## src/rtl/fetch_pkg.sv

```systemverilog
// rtl/fetch_pkg.sv - shared types for the instruction fetch stage
package fetch_pkg;

    typedef enum logic [1:0] {
        SEL_IMMED = 2'd0,
        SEL_STACK = 2'd1,
        SEL_INTR  = 2'd2,
        SEL_RSVD  = 2'd3
    } pc_sel_t;

    typedef enum logic {
        EMPTY = 1'b0,
        FULL  = 1'b1
    } skid_state_t;

endpackage

```

## src/rtl/fetch_skid.sv

```systemverilog
// rtl/fetch_skid.sv - one-entry skid buffer for the fetch output stage
module fetch_skid
    import fetch_pkg::*;
#(
    parameter int W = 28
) (
    input  logic         clk,
    input  logic         rst_n,
    input  logic         push,
    input  logic         pop,
    input  logic         clear,
    input  logic [W-1:0] din,
    output logic [W-1:0] dout,
    output logic         full
);

    skid_state_t  state_q;
    logic [W-1:0] data_q;

    // push beats pop so a simultaneous refill keeps the entry FULL
    always_ff @(posedge clk or negedge rst_n) begin
        if (!rst_n) begin
            state_q <= EMPTY;
            data_q  <= '0;
        end else if (clear) begin
            state_q <= EMPTY;
        end else if (push) begin
            state_q <= FULL;
            data_q  <= din;
        end else if (pop) begin
            state_q <= EMPTY;
        end
    end

    assign dout = data_q;
    assign full = (state_q == FULL);

endmodule

```

## src/rtl/fetch_unit.sv

```systemverilog
// rtl/fetch_unit.sv - program counter, instruction memory issue and registered IR delivery
module fetch_unit
    import fetch_pkg::*;
#(
    parameter int                ADDR_W    = 10,
    parameter int                IR_W      = 18,
    parameter logic [ADDR_W-1:0] RESET_VEC = '0,
    parameter logic [ADDR_W-1:0] INTR_VEC  = {ADDR_W{1'b1}}
) (
    input  logic              clk,
    input  logic              rst_n,
    input  logic              pc_ld,
    input  logic [1:0]        pc_mux_sel,
    input  logic [ADDR_W-1:0] from_immed,
    input  logic [ADDR_W-1:0] from_stack,
    input  logic              stall,
    output logic [ADDR_W-1:0] imem_addr,
    output logic              imem_en,
    input  logic [IR_W-1:0]   imem_data,
    output logic [IR_W-1:0]   ir,
    output logic [ADDR_W-1:0] ir_pc,
    output logic              ir_valid
);

    localparam int SKID_W = IR_W + ADDR_W;

    logic [ADDR_W-1:0] pc_q;
    logic              inflight_q;
    logic [ADDR_W-1:0] inflight_pc_q;

    pc_sel_t           sel;
    logic              redirect;
    logic              issue;
    logic              accept;
    logic [ADDR_W-1:0] target;

    logic              skid_push;
    logic              skid_pop;
    logic              skid_full;
    logic [SKID_W-1:0] skid_dout;

    assign sel      = pc_sel_t'(pc_mux_sel);
    assign redirect = pc_ld && (sel != SEL_RSVD);
    assign issue    = !stall && !redirect;
    assign accept   = !ir_valid || !stall;

    assign imem_addr = pc_q;
    assign imem_en   = issue && rst_n;

    always_comb begin
        target = INTR_VEC;
        case (sel)
            SEL_IMMED: target = from_immed;
            SEL_STACK: target = from_stack;
            default:   target = INTR_VEC;
        endcase
    end

    // an arriving word parks in the skid when IR is blocked, or when the skid drains into IR
    assign skid_push = inflight_q && !redirect && (!accept || skid_full);
    assign skid_pop  = accept && skid_full && !redirect;

    fetch_skid #(
        .W(SKID_W)
    ) u_skid (
        .clk   (clk),
        .rst_n (rst_n),
        .push  (skid_push),
        .pop   (skid_pop),
        .clear (redirect),
        .din   ({imem_data, inflight_pc_q}),
        .dout  (skid_dout),
        .full  (skid_full)
    );

    always_ff @(posedge clk or negedge rst_n) begin
        if (!rst_n) begin
            pc_q          <= RESET_VEC;
            inflight_q    <= 1'b0;
            inflight_pc_q <= '0;
        end else begin
            inflight_q    <= issue;
            inflight_pc_q <= pc_q;
            if (redirect) begin
                pc_q <= target;
            end else if (issue) begin
                pc_q <= pc_q + ADDR_W'(1);
            end
        end
    end

    // IR data is kept on redirect; only the valid flag drops
    always_ff @(posedge clk or negedge rst_n) begin
        if (!rst_n) begin
            ir       <= '0;
            ir_pc    <= '0;
            ir_valid <= 1'b0;
        end else if (redirect) begin
            ir_valid <= 1'b0;
        end else if (accept) begin
            if (skid_full) begin
                {ir, ir_pc} <= skid_dout;
                ir_valid    <= 1'b1;
            end else if (inflight_q) begin
                ir       <= imem_data;
                ir_pc    <= inflight_pc_q;
                ir_valid <= 1'b1;
            end else begin
                ir_valid <= 1'b0;
            end
        end
    end

    assert property (@(posedge clk) disable iff (!rst_n)
        !(inflight_q && skid_full && !accept && !redirect));

endmodule

```

## config.mk

```make
export PLATFORM = sky130hd
export DESIGN_NAME = fetch_unit
export DESIGN_NICKNAME = d
export VERILOG_FILES = /design/src/rtl/fetch_pkg.sv /design/src/rtl/fetch_skid.sv /design/src/rtl/fetch_unit.sv
export SDC_FILE = /design/constraint.sdc
export NUM_CORES = 1
export LEC_CHECK = 0
export CORE_ASPECT_RATIO = 0.5
export CORE_UTILIZATION = 40
export DETAILED_ROUTE_END_ITERATION = 6
export PLACE_DENSITY = 0.67
export SYNTH_ARGS = -nofsm -noshare
export SYNTH_HDL_FRONTEND = slang
export SYNTH_SLANG_ARGS = --single-unit
```

## constraint.sdc

```tcl
create_clock -name clk -period 4.8 [get_ports clk]
set_clock_uncertainty 0.15 [all_clocks]
set_input_delay 0.96 -clock clk [delete_from_list [all_inputs] [get_ports clk]]
set_output_delay 0.96 -clock clk [all_outputs]
set_load 0.01 [all_outputs]
```

==> impl_metrics.env <==
export IMPL_max_freq_mhz=269.0
export IMPL_fin_nets=371
export IMPL_cts_hold_buf=0
export IMPL_ys_seq_elements=79
export IMPL_rrSetupSlack_ns=2.56
export IMPL_ys_types=35
export IMPL_overflow=0
export IMPL_async_reset_ff_frac=1.000
export IMPL_ys_top_cells_by_count="mux2_2 (83), dfrtp_1 (79), nor2b_1 (7), a21oi_1 (6), mux2i_1 (6)"
export IMPL_max_vdd_ir_drop_uv=216.2
export IMPL_p_int_uw=1731
export IMPL_synth_area_leaders="dfrtp_1 (57%), mux2_2 (27%), mux2i_1 (1.7%)"
export IMPL_ios=84
export IMPL_setup_violations=0
export IMPL_syn_nets=283
export IMPL_grt_max_degree=46
export IMPL_num_vias=2262
export IMPL_seq_power_share=0.432
export IMPL_critPathMaxFanout=17
export IMPL_clock_latency_ns=0.34
export IMPL_grt_pass1_vias=2299
export IMPL_post_cts_setup_buffers=0
export IMPL_tns_ns=0
export IMPL_cts_tree="done"
export IMPL_whs_ns=0.2914
export IMPL_share_comb_of_total_power=0.259
export IMPL_r2r_end="u_skid.dout[17]"
export IMPL_whs_path_depth=0
export IMPL_syn2layout_area_growth_pct=35.95
export IMPL_synth_warnings=0
export IMPL_drt_first_pass_iters=4
export IMPL_start_util=0.4241
export IMPL_synthCells=238
export IMPL_wl_per_cell_um=16.02
export IMPL_cts_resized=0
export IMPL_critPathArrivalTime_ns=2.61
export IMPL_io_buffers=83
export IMPL_avgViaCountPerCell=5.106
export IMPL_core_um2=8230
export IMPL_antenna_found_initial=0
export IMPL_routed_wl_um=7097
export IMPL_finalWeightedCongestion=0.8185
export IMPL_cts_root_buffer="clkbuf_16"
export IMPL_cts_made_buffers=9
export IMPL_synth_area_per_cell_um2=14.67
export IMPL_nFillCells=650
export IMPL_rr_worst_depth=3
export IMPL_rsz0062_at_grt="false"
export IMPL_layout_drive_gt1_share=0.3293
export IMPL_clock_sinks=79
export IMPL_rows=23
export IMPL_p_per_area_nw_per_um2=495.3
export IMPL_status="complete, no violations"
export IMPL_tightest_slew_ns=1.033
export IMPL_crit_path_end_kind="output pin"
export IMPL_period_minus_slack_ns=3.717
export IMPL_whs_endpoint="inflight_pc_q[8]"
export IMPL_min_path_type="reg -> reg"
export IMPL_synth_most_common_cell="mux2_2"
export IMPL_switchingPower_uw=619.9
export IMPL_max_slew_margin=0.3083
export IMPL_synth_top_area_frac=0.5663
export IMPL_grt_pass1_wl_um=11480
export IMPL_path_clk_slew_ns=0.06
export IMPL_antenna_cells=0
export IMPL_multi_input_area_um2=1446
export IMPL_rr_startpoint="u_skid.full"
export IMPL_period_share=0.7744
export IMPL_drc=0
export IMPL_clock_power_share=0.309
export IMPL_switching_share=0.2637
export IMPL_ant_nets=0
export IMPL_cts_htree_levels=3
export IMPL_dieArea_um2=9127
export IMPL_max_cap_violations=0
export IMPL_cp_start_kind="input pin"
export IMPL_leakage_uw=0.001899
export IMPL_yosys_area_top_type="dfrtp_1"
export IMPL_cts_buffer_depth=2
export IMPL_slew_viol_final=0
export IMPL_critPathKind="in -> out"
export IMPL_chipWidth_um=134.1
export IMPL_drt_iter0_drc=66
export IMPL_yosysSeqAreaShare=0.5663
export IMPL_syn_area_um2=3491
export IMPL_seqCellArea_um2=1977
export IMPL_place_hpwl_um=4711
export IMPL_synthFlopType="dfrtp_1"
export IMPL_crit_required_ns=3.69
export IMPL_synth_edf_count=0
export IMPL_power_uw=2351
export IMPL_hold_viol=0
export IMPL_grt_usage=0.1699
export IMPL_holdCritStartpoint="imem_addr[8]"
export IMPL_die_y_um=68.06
[routing by layer]
metal  vias to the layer above  track usage  part of all wire
met5                         -            0                 0
met4                         0      0.04213             0.010
met3                         9      0.06444             0.050
met2                        63       0.2856              0.50
met1                      1125       0.2103              0.44
li1                       1065            -                 -
[kinds of logic after synthesis]
group           after synthesis  share of synthesized area
compound gates               25                    0.05699
fa+ha+maj                     1                   0.003584
buf+inv                      11                    0.01935
mux                          90                     0.2882
flops                        79                     0.5663
simple gates                 28                    0.05556
xor+xnor                      4                    0.01004
[state kept, by name, indices dropped and copies added (netlist names)]
signal         cells
inflight_q         1
u_skid.dout       28
inflight_pc_q     10
ir_pc             10
ir_valid           1
imem_addr         10
u_skid.full        1
ir                18
[metrics by stage]
| step | utilization | cells | cell area [um2] | setup slack (ns) |
|---|---|---|---|---|
| floorplan | - | 238 | 3491 | 2.223 |
| global route | 0.5766 | 443 | 4746 | 0.9447 |
| detailed placement | 0.5377 | 427 | 4425 | 1.091 |
| finish | 0.5766 | 443 | 4746 | 1.083 |
| CTS | 0.5766 | 443 | 4746 | 1.082 |
| global placement | 0.5377 | 427 | 4425 | 1.119 |
[cell type report]
cell class                      instances  area share
Clock inverter                          7     0.02004
Clock buffer                            9     0.04746
Multi-Input combinational cell        148      0.3048
Sequential cell                        79      0.4166
Inverter                                1   0.0007909
Timing Repair Buffer                   87      0.1809
Tap cell                              112     0.02953
[worst max path at each step]
stage | end | cells after the start | slack (ns) | startpoint
floorplan | imem_en | 3 | 2.22 | pc_ld
global placement | imem_en | 6 | 1.12 | pc_mux_sel[0]
global route | imem_en | 6 | 0.94 | pc_mux_sel[0]
finish | imem_en | 6 | 1.08 | pc_mux_sel[0]
detailed placement | imem_en | 6 | 1.09 | pc_mux_sel[0]
CTS | imem_en | 6 | 1.08 | pc_mux_sel[0]
[power by group through the flow]
stage                     clock network, uW  logic (uW)  registers, uW
after floorplan                           0         272           1040
after global placement                    0         598           1010
after detailed placement                  0         618           1030
after CTS                               748         621           1020
after global routing                    779         661           1050
final                                   726         610           1010
[cell usage in the layout (no fill, tap or decap), types with 2 or more instances in the layout]
master,count
mux2_2,83
clkdlybuf4s50_1,82
dfrtp_1,79
clkbuf_16,9
nor2b_1,7
mux2i_1,6
a21oi_1,6
nand2_1,5
a2111oi_0,5
buf_4,5
a32oi_1,4
o21ai_0,3
xor2_1,3
nor2_1,2
nand4_1,2
or3_1,2
or4_1,2
o31ai_1,2
nand4b_1,2
bufinv_16,2
clkinv_2,2
inv_6,2
[critical path: stages]
cell and delay (ns):
clkdlybuf4s50_1 0.39, buf_4 0.20, a21boi_2 0.31, nor2_1 0.09, and2_1 0.18, clkdlybuf4s50_1 0.47
No activity file was read; power rests on OpenSTA's default activity.
